## src/rtl/hidden_cpu_pkg.sv

```systemverilog
// Shared constants for the HiddenCPU program store and fetch stage.
// State encoding is fixed so the debug port can be decoded externally.
package hidden_cpu_pkg;

   localparam int IW_DEF = 6;
   localparam int PCW_DEF = 8;
   localparam logic [5:0] FILL_DEF = 6'b000000;

   localparam logic [1:0] ST_IDLE = 2'd0;
   localparam logic [1:0] ST_LOAD = 2'd1;
   localparam logic [1:0] ST_CRST = 2'd2;
   localparam logic [1:0] ST_RUN  = 2'd3;

endpackage

```

## src/rtl/hidden_prog_ram.sv

```systemverilog
// Program memory: one synchronous write port, one asynchronous read port.
// Contents are deliberately not reset.
module hidden_prog_ram #(
   parameter int DEPTH = 16,
   parameter int IW = 6,
   parameter int AW = $clog2(DEPTH)
) (
   input  logic          clk,
   input  logic          we,
   input  logic [AW-1:0] waddr,
   input  logic [IW-1:0] wdata,
   input  logic [AW-1:0] raddr,
   output logic [IW-1:0] rdata
);

   logic [IW-1:0] mem [DEPTH];

   always_ff @(posedge clk) begin
      if (we) mem[waddr] <= wdata;
   end

   assign rdata = mem[raddr];

endmodule

```

## src/rtl/hidden_cpu_ifetch.sv

```systemverilog
// Program loader and instruction fetch stage feeding the HiddenCPU core.
// The core is held in reset until a program is committed and released.
module hidden_cpu_ifetch
   import hidden_cpu_pkg::*;
#(
   parameter int DEPTH = 16,
   parameter int IW = IW_DEF,
   parameter int PCW = PCW_DEF,
   parameter logic [IW-1:0] FILL = IW'(FILL_DEF),
   localparam int AW = $clog2(DEPTH)
) (
   input  logic           clk,
   input  logic           rst,
   input  logic           load_start,
   input  logic           abort,
   input  logic           load_valid,
   input  logic [IW-1:0]  load_data,
   input  logic           load_last,
   output logic           load_ready,
   input  logic [PCW-1:0] pc_in,
   output logic [IW-1:0]  instr_out,
   output logic           instr_valid,
   output logic           cpu_rst,
   output logic [AW:0]    prog_len,
   output logic           done,
   output logic [1:0]     state
);

   logic [AW:0]   wr_ptr;
   logic          crst_cnt;
   logic          accept;
   logic          commit;
   logic          past_end;
   logic          in_run;
   logic [IW-1:0] rdata;

   assign in_run = (state == ST_RUN);
   assign cpu_rst = ~in_run;
   assign load_ready = (state == ST_LOAD) &&
                       (wr_ptr < (AW+1)'(DEPTH));

   // A beat landing with abort is discarded along with the program.
   assign accept = load_valid & load_ready & ~abort;
   assign commit = accept &
                   (load_last | (wr_ptr == (AW+1)'(DEPTH - 1)));

   // Full-width unsigned compare so any pc_in >= DEPTH is past end.
   assign past_end = (32'(pc_in) >= 32'(prog_len));

   assign instr_valid = in_run & ~past_end;
   assign instr_out = instr_valid ? rdata : FILL;

   hidden_prog_ram #(
      .DEPTH (DEPTH),
      .IW    (IW),
      .AW    (AW)
   ) u_ram (
      .clk   (clk),
      .we    (accept),
      .waddr (wr_ptr[AW-1:0]),
      .wdata (load_data),
      .raddr (pc_in[AW-1:0]),
      .rdata (rdata)
   );

   always_ff @(posedge clk or negedge rst) begin
      if (!rst) begin
         state <= ST_IDLE;
         wr_ptr <= '0;
         prog_len <= '0;
         done <= 1'b0;
         crst_cnt <= 1'b0;
      end else if (abort) begin
         if (state == ST_LOAD) prog_len <= '0;
         state <= ST_IDLE;
         done <= 1'b0;
      end else begin
         case (state)
            ST_IDLE: begin
               if (load_start) begin
                  state <= ST_LOAD;
                  wr_ptr <= '0;
                  prog_len <= '0;
                  done <= 1'b0;
               end
            end
            ST_LOAD: begin
               if (accept) begin
                  wr_ptr <= wr_ptr + 1'b1;
                  if (commit) begin
                     prog_len <= wr_ptr + 1'b1;
                     crst_cnt <= 1'b0;
                     state <= ST_CRST;
                  end
               end
            end
            ST_CRST: begin
               crst_cnt <= 1'b1;
               if (crst_cnt) state <= ST_RUN;
            end
            default: begin
               if (load_start) begin
                  state <= ST_LOAD;
                  wr_ptr <= '0;
                  prog_len <= '0;
                  done <= 1'b0;
               end else if (past_end) begin
                  done <= 1'b1;
               end
            end
         endcase
      end
   end

endmodule

```

## config.mk

```make
export PLATFORM = sky130hd
export DESIGN_NAME = hidden_cpu_ifetch
export DESIGN_NICKNAME = d
export VERILOG_FILES = /design/src/rtl/hidden_cpu_pkg.sv /design/src/rtl/hidden_prog_ram.sv /design/src/rtl/hidden_cpu_ifetch.sv
export SDC_FILE = /design/constraint.sdc
export NUM_CORES = 1
export LEC_CHECK = 0
export ABC_CLOCK_PERIOD_IN_PS = 2000
export BUFFER_PORTS_ARGS = -buffer_cell sky130_fd_sc_hd__buf_2
export CORE_MARGIN = 5
export CORE_UTILIZATION = 40
export CTS_CLUSTER_DIAMETER = 60
export DETAILED_ROUTE_END_ITERATION = 16
export PLACE_DENSITY = 0.61
export SLEW_MARGIN = 0
export SYNTH_ARGS = -nofsm -noshare
export SYNTH_HDL_FRONTEND = slang
export SYNTH_SLANG_ARGS = --single-unit
```

## constraint.sdc

```tcl
create_clock -name clk -period 2 [get_ports clk]
set_clock_uncertainty 0.1 [all_clocks]
set_input_delay 0.3 -clock clk [delete_from_list [all_inputs] [get_ports clk]]
set_output_delay 0.3 -clock clk [all_outputs]
set_load 0.005 [all_outputs]
```

# Yosys cells after proc, flatten, opt, wreduce, memory -nomap -nowiden
# Memory sizes are Yosys's and may differ from the RTL's.
# Index checks and enable logic that the tools add are counted.
[totals]
register_bits = 14
mem_bits_rw = 96
input_bits = 20
out_inout_bits = 17
word_cells = 68
n_memories = 1
[op_classes]
addsub = 1
magnitude_cmp = 2
n_eq_ne = 13
muxes = 25
bitwise_logic = 9
n_reduce_logical = 12
[memory_table]
columns = ["name", "depth", "width", "rd", "rd_ports_with_merged_regs", "write_ports", "line_no", "rtl"]
rows = [
  ["u_ram.mem", 16, 6, 1, 0, 1, "hidden_prog_ram.sv:16", "logic [IW-1:0] mem [DEPTH];"],
]
[ops]
columns = ["op", "count"]
rows = [
  ["2-to-1 mux 5 bit", 6],
  ["case mux 5 bit (2 select lines)", 2],
  ["!= test 3 bit (second input constant)", 4],
  ["AND reduction 4 bit", 3],
  ["2-to-1 mux 2 bit", 5],
  [">= comparator 8 x 5 -> 1 bit", 1],
  ["2-to-1 mux 1 bit", 8],
  ["2-to-1 mux 6 bit", 1],
  ["!= test 2 bit (second input constant)", 3],
  ["adder 5 x 1 -> 5 bit (second input constant)", 1],
  ["== test 5 x 4 -> 1 bit (second input constant)", 1],
  ["less-than comparator 5 bit (second input constant)", 1],
  ["AND reduction 5 bit", 1],
  ["bitwise AND 1 bit", 4],
  ["== test 2 bit (second input constant)", 2],
  ["!= test 2 x 1 -> 1 bit (second input constant)", 2],
  ["inverter 1 bit", 4],
  ["case mux 1 bit (2 select lines)", 2],
  ["case mux 2 bit (2 select lines)", 1],
  ["nonzero test 2 bit", 2],
  ["nonzero test 4 bit", 1],
  ["AND reduction 3 bit", 1],
  ["nonzero test 3 bit", 1],
  ["== test 2 x 1 -> 1 bit (second input constant)", 1],
  ["other kinds (4)", 4],
]

# Logic depth before layout (Yosys ltp)
[logic_depth]
depth_word = 9
ltp_mapped = 8
mapped_depth_nobuf = 7

# Modules after synthesis
# Synthesis repeated with hierarchy kept, for this count alone.
[unflattened]
hier_cells = 280
hier_area_um2 = 4803.4
[by_module_without_submodules]
columns = ["mod", "n_inst", "cells_per_inst", "area_each_um2", "seq_area_each_um2"]
rows = [
  ["hidden_prog_ram", 1, 172, 3774.9, 2882.8],
  ["hidden_cpu_ifetch", 1, 108, 1028.5, 350.3],
]

# Least setup slack after synthesis
# OpenSTA, ideal clock, no wires.
[synth_timing]
kind = "register to register"
start = "reg state[1]"
end = "mem u_ram.mem[0][0] (enable)"
setup_ns = 0.377
arrival_time_ns = 1.783
required_ns = 1.523
setup_slack_ns = -0.260
stages_incl_launch_ff = 8
n_path_buf = 1
period_less_slack_ns = 2.260
cell_sequence = "dfrtp_1 -> inv_1 -> ha_1 -> buf_2 -> nand3b_1 -> nor2_1 -> nand2_1 -> nor3_1"
[synth_via]
elab_chain_len = 6
[synth_rtl]
columns = ["item", "line_no", "rtl"]
rows = [
  ["start, declared", "hidden_cpu_ifetch.sv:26", "output logic [1:0] state"],
  ["start signal, assigned", "hidden_cpu_ifetch.sv:68", "state <= ST_IDLE;"],
  ["start signal, assigned", "hidden_cpu_ifetch.sv:75", "state <= ST_IDLE;"],
  ["start signal, assigned", "hidden_cpu_ifetch.sv:81", "state <= ST_LOAD;"],
  ["== test 2 x 1 -> 1 bit", "hidden_cpu_ifetch.sv:39", "assign load_ready = (state == ST_LOAD) &&"],
  ["logical AND 1 bit", "hidden_cpu_ifetch.sv:39", ""],
  ["bitwise AND 1 bit (2 in a row)", "hidden_cpu_ifetch.sv:43", "assign accept = load_valid & load_ready & ~abort;"],
  ["2-to-1 mux 1 bit", "hidden_prog_ram.sv:19", "if (we) mem[waddr] <= wdata;"],
  ["2-to-1 mux 1 bit (implied by the code)", "hidden_prog_ram.sv:19", ""],
  ["end, declared", "hidden_prog_ram.sv:16", ""],
]
# Every way passes these cells.

# Worst setup path after layout
[layout_timing]
start = "reg prog_len[1]"
end = "out instr_out[2]"
[layout_via]
elab_chain_len = 4
[layout_rtl]
columns = ["item", "line_no", "rtl"]
rows = [
  ["start, declared", "hidden_cpu_ifetch.sv:24", "output logic [AW:0] prog_len,"],
  ["start signal, assigned", "hidden_cpu_ifetch.sv:91", "prog_len <= wr_ptr + 1'b1;"],
  [">= comparator 8 x 5 -> 1 bit", "hidden_cpu_ifetch.sv:48", "assign past_end = (32'(pc_in) >= 32'(prog_len));"],
  ["inverter 1 bit", "hidden_cpu_ifetch.sv:50", "assign instr_valid = in_run & ~past_end;"],
  ["bitwise AND 1 bit", "hidden_cpu_ifetch.sv:50", ""],
  ["2-to-1 mux 6 bit", "hidden_cpu_ifetch.sv:51", "assign instr_out = instr_valid ? rdata : FILL;"],
  ["end, declared", "hidden_cpu_ifetch.sv:21", "output logic [IW-1:0] instr_out,"],
]
# Every way passes these cells.

==> impl_metrics.csv <==
group,metric,value,unit
pwr,power_frac_clock,34.7,%
status,violations,"negative setup slack",
worst_setup_path,timing_worst_setup_path_type,"reg2out",
yosys,synth_adder_area_share,3.85,%
timing,fin_crit,2.34,ns
timing,finalSetupViolCount,7,
yosys,synth_top_family_by_area,"multiplexers",
placed_design,dp_hpwl,7.16,mm
global_routing,grt_usage,14.6,%
global_routing,gr-total-overflow,0,
global_routing,grt_pass1_vias,2824,
yosys,ys_top_cells_by_area,"edfxtp_1, mux4_1, dfrtp_1, ha_1, mux2i_1",
placed_design,portBuffers,36,
timing,setup_slack,-0.343,ns
timing,period_share,117,%
timing,fin_tns_setup,-2.31,ns
layout,multi_input_area,1590,sq um
worst_setup_path,cp_data_required_time,1.60,ns
layout,final_cell_mix,"edfxtp_1, buf_4, buf_2, mux4_1, inv_1",
timing,rsz0062_at_grt,"yes",
worst_setup_path,path_delay_family,"buffers and inverters",
pwr,p_leak,0.00230,uW
worst_setup_path,cpPeakStageDelay,0.39,ns
pwr,pwr-share-seq,49.4,%
pwr,p_comb_share,15.9,%
floorplan,die_x,120,um
floorplan,initial_core_util,40.8,%
drt,drt_iter0_drc,191,
yosys,synth_top_area_share,59.1,%
yosys,synth-compound-area-share,3.54,%
pwr,p_int,3940,uW
yosys,synth-simple-area-share,5.72,%
layout,fin_nets,408,
clocking,cts_buffer_depth,2,
status,outcome,"finished, violations left",
floorplan,core-area,12000,sq um
drt,detail-route-antenna-nets,0,
worst_setup_path,cpMaxStageDelayCell,"dfrtp_1",
layout,areaGrowthSynthToFinish,22.7,%
drt,wl_per_cell,19.3,um
global_routing,grt_start_max_net_pins,20,
run,maxCapViolations,0,
yosys,synth-xor-area-share,0.359,%
timing,hold_slack,0.173,ns
clocking,cts_tree,"yes",
yosys,yosys.cell_types.count,35,
worst_setup_path,crit_arrival,1.94,ns
layout,post-route-util,50.0,%
yosys,synth_nets,320,
floorplan,ios,37,
yosys,netlist_instances,285,
timing,tightest_slew,0.325,ns
worst_setup_path,cp_cell_sequence,"inv_2, ha_4, nor2b_4, o211ai_1, a31oi_2, buf_6, nor3_2, buf_2",
yosys,synth.mux.area_fraction,16.8,%
pwr,swShare,24.9,%
layout,fillers,993,
floorplan,die_h,120,um
drt,drt-total-wl,10.1,mm
drt,viasPerCell,5.28,
placed_design,gp_congestion,0.787,
clocking,clock_latency,0.34,ns
layout,drive_gt1_share,34.9,%
pwr,ir_worst_vdd,0.548,mV
pwr,switchingPower,1310,uW
yosys,ys_warn_count,0,
layout,regArea,3230,sq um
yosys,synthFlopType,"edfxtp_1",
layout,diodes,0,
global_routing,antenna_found_initial,0,
global_routing,grt_pass1_wl,15.9,mm
worst_setup_path,worstPathMaxFanout,5,
clocking,cts-buffers-inserted,9,
clocking,clkSinkCount,110,
clocking,clk_pin_slew,0.07,ns
yosys,synth_edf_count,96,
yosys,ys_seq_area_share,66.3,%
clocking,cts_root_buf,"clkbuf_16",
drt,first_pass_iters,4,
timing,fmaxAchievable,427,MHz
yosys,yosysTopAreaCell,"edfxtp_1",
worst_setup_path,path_buf_inv,3,
worst_setup_path,endpoint_kind,"output pin",
yosys,syn_area_per_cell,17.1,sq um
floorplan,rows,40,
layout,final_common_cell,"edfxtp_1",
clocking,htreeDepth,3,
timing,hold_viol,0,
drt,drc,0,
pwr,powerDensity,877,nW/um^2
worst_setup_path,start_kind,"register",
timing,slew_headroom,78.4,%
placed_design,dp_slack,-0.246,ns
floorplan,dieArea,14500,sq um
timing,drv_slew,0,
min_path,hp-class,"in2reg",
yosys,netlist_area,4880,sq um
drt,via_count,2771,
yosys,synth_async_sr_flop_share,12.7,%
yosys,synth-seq-cells,110,
-- final cells by class --
class,count,share of cell area [%]
sequential,110,54.0
multi-input combinational,146,26.6
timing repair buffer,88,10.1
clock buffer,10,3.83
tap,147,3.07
clock inverter,6,1.30
inverter,18,1.13
-- state kept, by name, summed over array words and instances (netlist names) --
register   count
state          2
crst_cnt       1
wr_ptr         5
u_ram.mem     96
done           1
prog_len       5
-- metrics by stage --
step	instance area, sq um	std cells	power (uW)
after global placement	5540	504	3420
after detailed placement	5540	504	3430
after global routing	5980	525	5480
final	5980	525	5250
after CTS	5910	522	5260
after floorplan	4900	285	3100
-- cell usage after synthesis, types with 3 or more instances --
cell and number:
ha_1 15, nor2_1 18, nor2b_1 4, o22ai_1 6
nand2_1 13, buf_6 4, nand2b_1 5, mux4_1 22
edfxtp_1 96, nor3_1 10, nand3_1 3, o21ai_0 10
mux2_2 6, dfrtp_1 14, inv_1 18, mux2i_1 13
-- worst register-to-register path: stages, from the launching register on --
cell and delay, ns:
dfrtp_1 0.38, inv_1 0.07, ha_1 0.18, nand3b_1 0.17, nor2_4 0.17, nand2_1 0.15, nor2_2 0.18, buf_4 0.16
-- power by group through the flow --
stage | Combinational (uW) | Clock [uW] | Sequential [uW]
after floorplan | 442 | 0 | 2660
after global placement | 779 | 0 | 2640
after detailed placement | 791 | 0 | 2640
after CTS | 811 | 1850 | 2590
after global routing | 915 | 1970 | 2600
final | 832 | 1820 | 2590
-- cell families (layout without fill, tap and decap cells) --
kind of cell | after synthesis | in the layout
flops | 110 | 110
buf+inv | 29 | 122
xor+xnor | 2 | 2
simple gates | 59 | 59
fa+ha+maj | 15 | 15
compound gates | 27 | 27
mux | 43 | 43
-- worst paths after layout --
| path | startpoint | endpoint | slack (ns) | cells past startpoint |
|---|---|---|---|---|
| max in group asynchronous | rst | wr_ptr[1] | 1.28 | 2 |
| setup reg to reg | state[1] | u_ram.mem[8][3] | 0.15 | 7 |
| hold / removal | load_start | done | 0.17 | 3 |
| min in group asynchronous | rst | prog_len[4] | 0.28 | 2 |
| setup / recovery | prog_len[1] | instr_out[2] | -0.34 | 8 |
| hold reg to reg | crst_cnt | crst_cnt | 0.44 | 1 |
-- metal layers --
metal	vias to the layer above	global-route usage, %	part of all wire, %
li1	1301	-	-
met1	1408	21.6	49
met2	58	21.9	46
met3	4	4.02	4.1
met4	0	2.97	0.50
met5	-	0	0
-- timing repair --
action                     4_1_cts  5_1_grt
pin swaps                        3        2
setup endpoints to repair       16       26
setup buffers                    1        3
gates resized for setup         12       11
hold buffers                     1        0
gates cloned                     0        0
hold endpoints to repair        14        0
Power figures use the tool's default switching activity.
